[src/rtl/pc_fetch_ctrl.sv]
// IF-stage program counter with ID-stage transfer decode, delayed-branch redirect
// and a sticky misaligned-target trap. Optional branch-likely support: PCF_BLIKELY_EN.
module pc_fetch_ctrl (
    input  logic        clk,
    input  logic        reset,
    input  logic        stall,
    input  logic [31:0] d_instr,
    input  logic [31:0] d_pc,
    input  logic        cmp_taken,
    input  logic [31:0] rs_data,
    output logic [31:0] f_pc,
    output logic [31:0] d_link,
    output logic        redirect,
    output logic        addr_err,
    output logic [31:0] err_pc
`ifdef PCF_BLIKELY_EN
    ,
    output logic        f_nullify
`endif
);

    localparam logic [31:0] RESET_PC = 32'h0000_3000;

    typedef enum logic {S_RUN = 1'b0, S_ERR = 1'b1} state_t;

    state_t state_q, state_d;

    logic [31:0] f_pc_q, f_pc_d;
    logic [31:0] err_pc_q, err_pc_d;
    logic        addr_err_q, addr_err_d;
`ifdef PCF_BLIKELY_EN
    logic        nullify_q, nullify_d;
    logic        is_likely;
`endif

    logic [5:0]        op;
    logic [4:0]        rt;
    logic [5:0]        funct;
    logic              is_cbr, is_jmp, is_jreg;
    logic [31:0]       pc_plus4;
    logic signed [31:0] br_off;
    logic [31:0]       target;
    logic              taken, misaligned, run_go, trap;

    assign op     = d_instr[31:26];
    assign rt     = d_instr[20:16];
    assign funct  = d_instr[5:0];
    assign d_link = d_pc + 32'd8;

    always_comb begin
        is_cbr  = 1'b0;
        is_jmp  = 1'b0;
        is_jreg = 1'b0;
`ifdef PCF_BLIKELY_EN
        is_likely = 1'b0;
`endif
        case (op)
            6'b000100, 6'b000101, 6'b000110, 6'b000111: is_cbr = 1'b1;
            6'b000001: is_cbr = (rt == 5'b00000) || (rt == 5'b00001) || (rt == 5'b10001);
            6'b000010, 6'b000011: is_jmp = 1'b1;
            6'b000000: is_jreg = (funct == 6'b001000) || (funct == 6'b001001);
`ifdef PCF_BLIKELY_EN
            6'b010100, 6'b010101, 6'b010110, 6'b010111: begin
                is_cbr    = 1'b1;
                is_likely = 1'b1;
            end
`endif
            default: ;
        endcase
    end

    // Target selection; all arithmetic wraps modulo 2^32.
    always_comb begin
        pc_plus4 = d_pc + 32'd4;
        br_off   = {{14{d_instr[15]}}, d_instr[15:0], 2'b00};
        if (is_jreg)
            target = rs_data;
        else if (is_jmp)
            target = {pc_plus4[31:28], d_instr[25:0], 2'b00};
        else
            target = pc_plus4 + $unsigned(br_off);
    end

    assign taken      = is_jmp | is_jreg | (is_cbr & cmp_taken);
    assign misaligned = |target[1:0];
    assign run_go     = (state_q == S_RUN) && !stall;
    assign trap       = run_go && taken && misaligned;

    always_ff @(posedge clk or posedge reset) begin
        if (reset)
            state_q <= S_RUN;
        else
            state_q <= state_d;
    end

    always_comb begin
        state_d = state_q;
        if (trap)
            state_d = S_ERR;
    end

    always_comb begin
        redirect   = run_go && taken && !misaligned;
        f_pc_d     = f_pc_q;
        err_pc_d   = err_pc_q;
        addr_err_d = addr_err_q;
`ifdef PCF_BLIKELY_EN
        nullify_d  = (state_q == S_RUN) ? nullify_q : 1'b0;
`endif
        if (run_go) begin
            if (trap) begin
                err_pc_d   = target;
                addr_err_d = 1'b1;
            end else if (taken) begin
                f_pc_d = target;
            end else begin
                f_pc_d = f_pc_q + 32'd4;
            end
`ifdef PCF_BLIKELY_EN
            // An un-taken likely branch squashes its delay slot for one fetch.
            nullify_d = is_likely && !cmp_taken;
`endif
        end
    end

    always_ff @(posedge clk or posedge reset) begin
        if (reset) begin
            f_pc_q     <= RESET_PC;
            err_pc_q   <= 32'd0;
            addr_err_q <= 1'b0;
`ifdef PCF_BLIKELY_EN
            nullify_q  <= 1'b0;
`endif
        end else begin
            f_pc_q     <= f_pc_d;
            err_pc_q   <= err_pc_d;
            addr_err_q <= addr_err_d;
`ifdef PCF_BLIKELY_EN
            nullify_q  <= nullify_d;
`endif
        end
    end

    assign f_pc     = f_pc_q;
    assign err_pc   = err_pc_q;
    assign addr_err = addr_err_q;
`ifdef PCF_BLIKELY_EN
    assign f_nullify = nullify_q;
`endif

endmodule

[config.mk]
export PLATFORM = sky130hd
export DESIGN_NAME = pc_fetch_ctrl
export DESIGN_NICKNAME = d
export VERILOG_FILES = /design/src/rtl/pc_fetch_ctrl.sv
export SDC_FILE = /design/constraint.sdc
export NUM_CORES = 1
export LEC_CHECK = 0
export ABC_AREA = 1
export CORE_ASPECT_RATIO = 1.25
export CORE_MARGIN = 2
export CORE_UTILIZATION = 43
export CTS_BUF_LIST = sky130_fd_sc_hd__clkbuf_8
export DETAILED_ROUTE_END_ITERATION = 7
export PLACE_DENSITY = 0.72
export SKIP_CTS_REPAIR_TIMING = 1
export SLEW_MARGIN = 40
export SYNTH_ARGS = -nofsm -noshare
export SYNTH_HDL_FRONTEND = slang
export SYNTH_SLANG_ARGS = --single-unit
[constraint.sdc]
create_clock -name clk -period 7.1 [get_ports clk]
set_clock_uncertainty 0.05 [all_clocks]
set_input_delay 1.775 -clock clk [delete_from_list [all_inputs] [get_ports clk]]
set_output_delay 1.775 -clock clk [all_outputs]
set_load 0.005 [all_outputs]
==> results of run 1 <==
## routing by layer
layer | GRT usage | vias up
met2 | 0.5175 | 308
li1 | - | 4346
met3 | 0.03378 | 76
met5 | 0 | -
met4 | 0.1691 | 0
met1 | 0.3437 | 3976
## sequential cells by signal, indices dropped and copies added, names as in the netlist
signal,cells
state_q,1
f_pc,32
err_pc,32
addr_err,1
## power breakdown
| part | switching (W) | leakage (nW) | total [W] | internal [W] |
|---|---|---|---|---|
| registers | 0.000182 | 0.811 | 0.000716 | 0.000533 |
| logic | 0.000495 | 3.81 | 0.00105 | 0.000556 |
| clock network | 0.000139 | 0.108 | 0.000294 | 0.000156 |
## kinds of logic (layout without fill, tap and decap cells)
| family | Yosys count | count (layout) | share of synthesized area |
|---|---|---|---|
| AO/OA/AOI/OAI | 113 | 113 | 0.09058 |
| XOR/XNOR | 89 | 89 | 0.1035 |
| adder cells (fa/ha/maj) | 37 | 37 | 0.06249 |
| buffers and inverters | 174 | 362 | 0.09357 |
| flip-flops | 66 | 66 | 0.2197 |
| multiplexers | 2 | 2 | 0.002659 |
| AND/OR/NAND/NOR | 779 | 779 | 0.4275 |
## cells in the final DEF (no fill, tap or decap), types with 4 or more instances in the layout
master	netlist	routed
o211ai_1	8	8
clkdlybuf4s50_1	0	196
o21bai_1	13	13
o21ai_0	27	27
nand4_1	18	18
o21a_1	9	9
nand3_1	84	84
nor2_1	175	175
nor4_1	6	6
nor2_2	7	6
or2_2	6	6
nand2_1	452	452
clkbuf_8	0	9
xnor2_1	22	22
nor3_1	18	18
inv_1	139	142
dfrtp_1	64	64
xor2_1	67	67
a21oi_1	27	27
buf_4	6	4
a31oi_1	23	23
ha_1	36	36
## area by class of cell
type                            count  area [µm²]  share of cell area
Multi-Input combinational cell   1020        5175              0.5249
Inverter                          142       533.0             0.05406
Clock buffer                        9       123.9             0.01256
Timing Repair Buffer              204        2038              0.2067
Sequential cell                    66        1654              0.1678
Tap cell                          224       280.3             0.02843
Clock inverter                      7       55.05            0.005584
## worst max-delay path: cells and delay by family
kind | cells | cell delay, ns
buffers and inverters | 5 | 1.31
AND/OR/NAND/NOR | 6 | 1.01
XOR/XNOR | 1 | 0.14
## metrics by stage
step	setup WS [ns]	utilization
2_1_floorplan	2.377	-
3_3_place_gp	1.094	0.5580
3_5_place_dp	1.041	0.5600
4_1_cts	1.027	0.5703
5_1_grt	0.8076	0.5700
6_report	1.041	0.5700
## how the worst max path moves through the flow
stage	cells after the start	slack, ns	from	end
3_5_place_dp	12	1.04	d_pc[5]	d_link[30]
5_1_grt	12	0.81	d_pc[5]	d_link[30]
4_1_cts	12	1.03	d_pc[5]	d_link[30]
3_3_place_gp	12	1.09	d_pc[5]	d_link[30]
6_report	12	1.04	d_pc[5]	d_link[30]
2_1_floorplan	10	2.38	d_pc[4]	d_link[30]
==> flow_summary.json, run 1 <==
{
  "start_kind": "input pin",
  "ctsHtreeMaxLevel": 3,
  "fin_setup_tns_ns": 0,
  "r2r-end": "f_pc[24]",
  "dp_hpwl_um": 22700,
  "syn_nets": 1397,
  "synth_area_leaders": "nand2_1, dfrtp_1, nor2_1, xor2_1, inv_1",
  "wire_per_inst_um": 16.42,
  "rsz0062_at_grt": "no",
  "wirelength_um": 27450,
  "drv_cap": 0,
  "synth_edf_count": 0,
  "io_pins": 198,
  "power_density_mw_per_mm2": 209.0,
  "setup-violations-final": 0,
  "wl_met3_um": 1397,
  "dr.first_iter.drc_count": 620,
  "die_y_um": 151.9,
  "synth_area_leader_cell": "nand2_1",
  "clk_latency_ns": 0.35,
  "r2r-start": "f_pc[2]",
  "drc": 0,
  "cts_buffers": 9,
  "syn_area_per_cell_um2": 5.975,
  "dpl_cell_area_mm2": 0.009686,
  "die_area_mm2": 0.01859,
  "dieWidth_um": 122.4,
  "grt_max_degree": 67,
  "min_to": "state_q",
  "design_area_mm2": 0.009859,
  "worstSetupPathType": "input pin to output port",
  "async_reset_ff_frac": 1.000,
  "place_inst": 1656,
  "cts_buffer_depth": 2,
  "yosysMostFrequentCell": "nand2_1",
  "drtAntennaViolNets": 0,
  "wl_met1_um": 10820,
  "slew_violations": 0,
  "fp.coreArea_mm2": 0.01730,
  "grt_pass1_wl_um": 43230,
  "route.top_layer_used": "met4",
  "period_share": 0.8534,
  "vdd_drop_max_v": 0.00009696,
  "synth.top_cell.area_share": 0.2254,
  "drive_gt1_frac": 0.03315,
  "num-fill-cells": 1783,
  "syn_area_mm2": 0.007528,
  "grt_pass1_vias": 8455,
  "ys.flop_type": "dfrtp_1",
  "vias_per_cell": 5.207,
  "finalPower_w": 0.002061,
  "yosys.cell_types.count": 41,
  "max_stage_delay_ns": 0.56,
  "cts_tree": "built",
  "syn_inst": 1260,
  "rows": 54,
  "max_freq_ghz": 0.1650,
  "yosysWarnings": 0,
  "regToRegSetupSlack_ns": 4.74,
  "clock_sinks": 66,
  "p_leak_nw": 4.728,
  "root_buffer": "clkbuf_8",
  "vias": 8706,
  "path_clk_slew_ns": 0.07,
  "whs_path_depth": 1,
  "ys_seq_area_frac": 0.2197,
  "fin_cells": 1672,
  "crit_chain": "clkdlybuf4s50_1 -> nand2_1 -> nor2_1 -> inv_1 -> nor2_1 -> inv_1 -> nor2_1 -> inv_1 -> nor2_1 -> nand2_1 -> xor2_1 -> clkdlybuf4s50_1",
  "cp_max_fo": 4,
  "hold_ws_ns": 0.4203,
  "worstSetupEndpointType": "output port",
  "relSlewSlack": 0.5370,
  "gp_congestion": 1.040,
  "crit_top_cell": "nor2_1",
  "diodes": 0,
  "antenna_found_initial": 0,
  "start_util": 0.4353,
  "syn_to_final_growth_pct": 30.96,
  "io_buffers": 197,
  "finalHoldViolCount": 0,
  "gr-usage-all-layers": 0.2962,
  "min_from": "state_q",
  "nets": 1580,
  "arrival_ns": 4.23,
  "reg2regPathDepth": 13,
  "met2RoutedLength_um": 13570,
  "status": "finished, final reports clean",
  "finalCriticalPeriod_ns": 6.059,
  "ys_ff_latch": 66,
  "drt_pass1_iterations": 6,
  "synth_commonest_cells": "nand2_1, nor2_1, inv_1",
  "hold_path_class": "flip-flop to flip-flop",
  "worst-slew-pin-transition_ns": 0.6892,
  "critPathSlowestCell": "clkdlybuf4s50_1",
  "cp.required_ns": 5.28,
  "gr-total-overflow": 0
}
Note: power is estimated with default switching activity, not from simulation.
==> inputs of run 2 (changes only) <==
--- a/config.mk
+++ b/config.mk
@@ -8,11 +8,10 @@
 export ABC_AREA = 1
 export CORE_ASPECT_RATIO = 1.25
 export CORE_MARGIN = 2
-export CORE_UTILIZATION = 43
+export CORE_UTILIZATION = 50
 export CTS_BUF_LIST = sky130_fd_sc_hd__clkbuf_8
 export DETAILED_ROUTE_END_ITERATION = 7
-export PLACE_DENSITY = 0.72
-export SKIP_CTS_REPAIR_TIMING = 1
+export PLACE_DENSITY = 0.82
 export SLEW_MARGIN = 40
 export SYNTH_ARGS = -nofsm -noshare
 export SYNTH_HDL_FRONTEND = slang
==> run 2 against run 1 <==
Against the previous run:
- fmax about the same
- combinational power is essentially flat
- routed wire length shrank 2.6%
- design area up 0.19%
- utilization up 9.6 points
==> flow_summary.json, run 2 (synthesis gave the netlist of run 1 again) <==
{
  "comb_power_share": 0.492,
  "finalCriticalPeriod_ns": 6.054,
  "relSlewSlack": 0.5773,
  "dr.first_iter.drc_count": 769,
  "vias": 8743,
  "rows": 50,
  "p_leak_nw": 4.735,
  "gr-usage-all-layers": 0.3317,
  "cts_tree": "built",
  "worst-slew-pin-transition_ns": 0.6292,
  "hold_ws_ns": 0.4274,
  "rsz0062_at_grt": "no",
  "cp.required_ns": 5.28,
  "power_density_mw_per_mm2": 215.9,
  "critPathSlowestCell": "clkdlybuf4s50_1",
  "start_kind": "input pin",
  "postCtsSetupRepairBufs": 0,
  "fin_setup_tns_ns": 0,
  "p_sw_frac": 0.3956,
  "drive_gt1_frac": 0.03591,
  "clock_sinks": 66,
  "syn_to_final_growth_pct": 31.21,
  "nets": 1580,
  "dieWidth_um": 113.8,
  "antenna_found_initial": 0,
  "path_clk_slew_ns": 0.08,
  "start_util": 0.5078,
  "p_switching_w": 0.0008437,
  "io_pins": 198,
  "arrival_ns": 4.23,
  "wire_per_inst_um": 16.40,
  "cts_buffer_depth": 2,
  "crit_top_cell": "nor2_1",
  "fp.coreArea_mm2": 0.01483,
  "vias_per_cell": 5.364,
  "gr-total-overflow": 0,
  "ctsResizeCount": 0,
  "hold_buffers": 0,
  "clkPwrFrac": 0.171,
  "drv_cap": 0,
  "setup-violations-final": 0,
  "grt_pass1_wl_um": 41780,
  "root_buffer": "clkbuf_8",
  "io_buffers": 197,
  "wirelength_um": 26730,
  "p_int_w": 0.001289,
  "finalHoldViolCount": 0,
  "status": "finished, final reports clean",
  "final_common_cell": "nand2_1",
  "period_share": 0.8527,
  "max_freq_ghz": 0.1652,
  "clk_latency_ns": 0.36,
  "worstSetupEndpointType": "output port",
  "worstSetupPathType": "input pin to output port",
  "diodes": 0,
  "crit_chain": "clkdlybuf4s50_1 -> nand2_1 -> nor2_1 -> inv_1 -> nor2_1 -> inv_1 -> nor2_1 -> inv_1 -> nor2_1 -> nand2_1 -> xor2_1 -> clkdlybuf4s50_1",
  "cp_max_fo": 4,
  "final_cell_mix": "nand2_1, clkdlybuf4s50_1, nor2_1",
  "vdd_drop_max_v": 0.0001254,
  "drt_pass1_iterations": 8,
  "slew_violations": 0,
  "grt_max_degree": 67,
  "gp_congestion": 0.9999,
  "hold_path_class": "flip-flop to flip-flop",
  "ctsHtreeMaxLevel": 3,
  "p_seq_frac": 0.337,
  "die_area_mm2": 0.01606,
  "drtAntennaViolNets": 0,
  "die_y_um": 141.2,
  "max_stage_delay_ns": 0.57,
  "drc": 0,
  "dp_hpwl_um": 21850,
  "grt_pass1_vias": 8245,
  "cts_buffers": 9
}
==> run 2: per-stage QoR <==
stage / utilization / instances / total power, W / cell area, µm² / worst slack (ns)
5_1_grt: 0.6662 / 1630 / 0.002280 / 9878 / 0.8303
3_3_place_gp: 0.6474 / 1612 / 0.001740 / 9599 / 1.125
2_1_floorplan: - / 1260 / 0.001196 / 7528 / 2.377
4_1_cts: 0.6663 / 1630 / 0.002125 / 9879 / 1.037
6_report: 0.6662 / 1630 / 0.002133 / 9878 / 1.046
3_5_place_dp: 0.6511 / 1614 / 0.001760 / 9654 / 1.057
==> run 2: worst max-delay path, delay by kind of cell <==
family / cells / cell delay (ns)
buffers and inverters: 5 / 1.32
xor gates and xnor gates: 1 / 0.15
and+or+nand+nor: 6 / 0.98
==> run 2: final timing paths <==
path,slack (ns),startpoint,depth (start not counted),end
min reg2reg,0.43,err_pc[3],2,err_pc[3]
min,0.43,err_pc[3],2,err_pc[3]
min in group asynchronous,1.83,reset,3,err_pc[4]
max,1.05,d_pc[5],12,d_link[30]
max in group asynchronous,4.72,reset,3,f_pc[17]
max reg2reg,4.73,f_pc[2],13,f_pc[24]
==> run 2: power groups by stage <==
stage	Combinational [W]	Sequential, W	Clock, W
4_1_cts	0.00105	0.000714	0.000364
3_3_place_gp	0.00102	0.000716	0
3_5_place_dp	0.00104	0.000719	0
2_1_floorplan	0.000510	0.000687	0
6_report	0.00105	0.000719	0.000364
5_1_grt	0.00116	0.000739	0.000383
==> run 2: metal layers <==
layer / up-vias / global-route usage / share of wire
li1: 4358 / - / -
met1: 3942 / 0.3911 / 0.39
met2: 364 / 0.5878 / 0.49
met3: 79 / 0.03611 / 0.062
met4: 0 / 0.1765 / 0.058
met5: - / 0 / 0
==> run 2: final cells by class <==
class / instances / area, µm²
Multi-Input combinational cell: 1020 / 5175
Fill cell: 1420 / 4949
Timing Repair Buffer: 204 / 2063
Sequential cell: 66 / 1654
Inverter: 142 / 533.0
Tap cell: 182 / 227.7
Clock buffer: 9 / 123.9
Clock inverter: 7 / 101.3
==> variant 1: new RTL, flow settings as in run 2 <==
Put a register stage on the output `redirect`, without a reset. The value now appears one clock later. The other outputs are not delayed to match.
--- a/src/rtl/pc_fetch_ctrl.sv
+++ b/src/rtl/pc_fetch_ctrl.sv
@@ -22,6 +22,8 @@
     localparam logic [31:0] RESET_PC = 32'h0000_3000;
 
     typedef enum logic {S_RUN = 1'b0, S_ERR = 1'b1} state_t;
+
+    logic redirect_d;
 
     state_t state_q, state_d;
 
@@ -100,7 +102,7 @@
     end
 
     always_comb begin
-        redirect   = run_go && taken && !misaligned;
+        redirect_d = run_go && taken && !misaligned;
         f_pc_d     = f_pc_q;
         err_pc_d   = err_pc_q;
         addr_err_d = addr_err_q;
@@ -148,5 +150,9 @@
     assign f_nullify = nullify_q;
 `endif
 
+    always_ff @(posedge clk) begin
+        redirect <= redirect_d;
+    end
+
 endmodule
 
Check against the original RTL: not equivalent (a bounded check fails within 4 cycles, from zero or initial values and one cycle with reset high).
==> variant 1 against run 2 <==
Via count increased by 1.5%; power rose by 2.1%; core utilization fell by 0.23 points; setup slack worse by 0.14 ns; area after synthesis up 0.27%; wire length increased by 3.3%; die area increased by 0.26%; sequential cell count increased by 1; final cell count unchanged; design area hardly changed.
==> variant 1: results (changes against run 2) <==
Drt pass-1 iters: 6 (-2)
Switching part of the total: 38.91% (-0.66 points)
Ys async rst share: 98.51% (-1.5 points)
Post-DP Area: 0.009639 mm² (-0.16%)
P_leak: 4.743 nW (+0.16%)
Most used DFF post-synth: dfrtp_1
CP max-delay cell: clkdlybuf4s50_1
Initial antenna violation count: 0 (unchanged)
Crit path from: d_pc[5]
Worst hold slack: 0.4285 ns (+0.001088 ns)
Clk pin slew, worst setup/hold paths: 0.07 ns
R2R depth: 13 (unchanged)
Met1 WL: 10.72 mm (+2.6%)
All-Layer GR Usage: 34.03% (+0.86 points)
Min-delay src: err_pc[2]$_DFFE_PP0P_
Yosys warnings: 0 (unchanged)
Worst slew pin tran: 0.6795 ns (+0.05022 ns)
Cell variety after synth: 42 (+2.4%)
Reg2reg setup slack: 4.70 ns (-0.03 ns)
Met2 wire length: 13.38 mm (+2.2%)
Met3 WL post-DR: 1.635 mm (-0.97%)
Reg-to-Reg Start: f_pc[4]$_DFFE_PP0P_
Crit-path max cell delay: 0.58 ns
Initial DRC count: 617 (-20%)
Top cell family by delay on the critical path: buffers and inverters
Outcome: completed
VDD IR-drop max: 0.1240 mV (-1.2%)
Mapped Nets: 1,398 (+0.072%)
FF-to-FF End: f_pc[23]$_DFFE_PP0P_
DP HPWL: 22.60 mm (+3.4%)
Clock share of power: 18.2% (+1.1 points)
Hold EP: err_pc[2]$_DFFE_PP0P_
Number of global-route vias before repair: 8,453 (+2.5%)
Vias: 8,876 (+1.5%)
Crit path max fanout: 4 (unchanged)
Nets: 1,580 (unchanged)
Most frequent cells after synthesis: nand2_1 (452), nor2_1 (175), inv_1 (139), nand3_1 (84), xor2_1 (67)
Placer Congestion: 1.019 (+1.9%)
Drt total wl: 27.63 mm (+3.3%)
Antenna cell count: 0 (unchanged)
Largest cells by area after synthesis: nand2_1 (22%), dfrtp_1 (21%), nor2_1 (8.7%)
First-pass GRT wire length: 43.05 mm (+3.0%)
Largest net degree at the start of global routing: 67 (unchanged)
Hold Path Class: flip-flop to flip-flop
Num CTS Buffers: 9 (unchanged)
H-tree lvl count: 3 (unchanged)
Setup TNS: 0 ns (unchanged)
Post-CTS Setup Bufs: 0 (unchanged)
Layout cells sized above 1: 3.522% (-0.069 points)
Register area share after synthesis: 22.18% (+0.21 points)
CP endpoint: d_link[30]
Gates resized, CTS repair: 0 (unchanged)
variant 1: changes by cell type after synthesis, sizes merged:
cell and change:
dfxtp +1
variant 1: area by class of cell:
type | count | area, µm²
Clock buffer | 9 | 123.9
Clock inverter | 7 | 123.9
Sequential cell | 67 | 1674
Fill cell | 1405 | 5004
Tap cell | 182 | 227.7
Timing Repair Buffer | 203 | 2028
Multi-Input combinational cell | 1020 | 5175
Inverter | 142 | 533.0
variant 1: logic make-up (layout without fill, tap and decap cells):
group	count (synthesis)	after routing	synth area share, %
buffers and inverters	174	361	9.332
flip-flops	67	67	22.18
AND/OR/NAND/NOR	779	779	42.63
AO/OA/AOI/OAI	113	113	9.034
XOR/XNOR	89	89	10.33
adder cells (fa/ha/maj)	37	37	6.232
multiplexers	2	2	0.2652
variant 1: worst register-to-register path, cell delays in order (launching register included):
cell	delay (ns)
dfrtp_1	0.46
nand3_2	0.20
nor2_1	0.21
inv_1	0.10
nor2_2	0.23
inv_1	0.11
nor2_2	0.19
nand3_1	0.16
nor2_1	0.18
xor2_1	0.16
nor2_1	0.05
nor2_1	0.11
nand2_1	0.07
nand2_1	0.05
variant 1: layer usage:
| metal | GRT usage (%) | vias up |
|---|---|---|
| li1 | - | 4353 |
| met1 | 39.14 | 4038 |
| met2 | 59.44 | 380 |
| met3 | 4.528 | 105 |
| met4 | 21.18 | 0 |
| met5 | 0 | - |
variant 1: metrics by stage:
stage	worst slack, ns	instances	util [%]	power (W)
floorplan	2.377	1261	-	0.001202
global placement	1.108	1614	64.74	0.001746
detailed placement	0.9522	1614	64.74	0.001774
CTS	0.9411	1630	66.40	0.002175
global route	0.7852	1630	66.40	0.002327
finish	0.9087	1630	66.40	0.002177
==> variant 2: new RTL, settings of run 2 <==
Without the edit above. Add a define of `PCF_BLIKELY_EN`.
--- a/src/rtl/pc_fetch_ctrl.sv
+++ b/src/rtl/pc_fetch_ctrl.sv
@@ -1,5 +1,7 @@
 // IF-stage program counter with ID-stage transfer decode, delayed-branch redirect
 // and a sticky misaligned-target trap. Optional branch-likely support: PCF_BLIKELY_EN.
+`define PCF_BLIKELY_EN
+
 module pc_fetch_ctrl (
     input  logic        clk,
     input  logic        reset,
Formal check against the unedited RTL (old outputs only; new: f_nullify): not equivalent (a bounded check fails within 4 cycles, from zero or initial values and one cycle with reset high).
==> variant 2 against run 2 <==
Area after synthesis up 0.22%; setup slack worse by 0.22 ns; design area down 0.29%; core utilization down 0.47 points; sequential cell count up 1; wire length up 2.4%; maximum frequency down 3.5%; non-clock buffer count unchanged; largest cell class unchanged.
Power is not compared: it rests on default switching activity, and its combinational part moved more than twofold at a synthesized area within 25%.
==> variant 2: results (changes against run 2) <==
Outcome: completed
All-Layer GR Usage: 33.69% (+0.52 points)
Hold path depth: 1 (-1)
I/O Buffers: 198 (+0.51%)
Clk tree area frac: 2.287% (+0.0067 points)
Syn Area/Cell: 5.922 µm² (-0.89%)
Met3 WL post-DR: 1.585 mm (-4.0%)
Signal buf overhead: 20.62% (-0.27 points)
Cell variety after synth: 43 (+4.9%)
Max Freq: 159.4 MHz (-3.5%)
Nets: 1,592 (+0.76%)
Layout cells sized above 1: 3.425% (-0.17 points)
Worst slew pin tran: 0.7628 ns (+0.1335 ns)
Crit path max fanout: 5 (+1)
Met1 WL: 10.28 mm (-1.6%)
Multi-Input Combinational: 1,021 (+0.098%)
Top cell family by delay on the critical path: simple AND/OR/NAND/NOR gates
Most frequent cells after synthesis: nand2_1 (459), nor2_1 (164), inv_1 (148), nand3_1 (103), dfrtp_1 (65)
CP arrival: 4.45 ns (+0.22 ns)
Post-DP Area: 0.009620 mm² (-0.35%)
Crit path from: d_pc[4]
R2R depth: 14 (+1)
First-pass GRT wire length: 42.46 mm (+1.6%)
CTS Sinks: 67 (+1.5%)
DP HPWL: 22.41 mm (+2.5%)
Number of global-route vias before repair: 8,562 (+3.8%)
Mapped Nets: 1,411 (+1.0%)
Min-delay src: addr_err$_DFFE_PP0P_
Met2 usage: 62.05% (+3.3 points)
Hold EP: addr_err$_DFFE_PP0P_
[variant 2: worst reg2reg max path, stage by stage (launching register included)]
cell	delay (ns)
dfrtp_1	0.43
ha_1	0.19
nand2_1	0.07
nor2_1	0.30
nand2_1	0.17
nor2_2	0.20
nand2_1	0.12
nor2_2	0.16
nand2_1	0.11
nor2_1	0.12
xor2_1	0.15
nor2_1	0.05
nor2_1	0.11
nand2_1	0.07
nand2_1	0.05
[variant 2: kinds of logic (layout without fill, tap and decap cells)]
group / Yosys count / in the layout / share of synthesized area [%]
fa+ha+maj: 37 / 37 / 6.235
mux: 2 / 2 / 0.2654
compound gates: 104 / 104 / 8.043
flops: 67 / 67 / 22.26
xor+xnor: 83 / 83 / 9.635
buf+inv: 186 / 372 / 9.950
simple gates: 795 / 795 / 43.62
[variant 2: power by group]
group / internal, W / switching [W] / total (W)
clock: 0.000200 / 0.000162 / 0.000362
combinational: 0.000192 / 0.000258 / 0.000450
sequential: 0.000394 / 0.0000139 / 0.000408
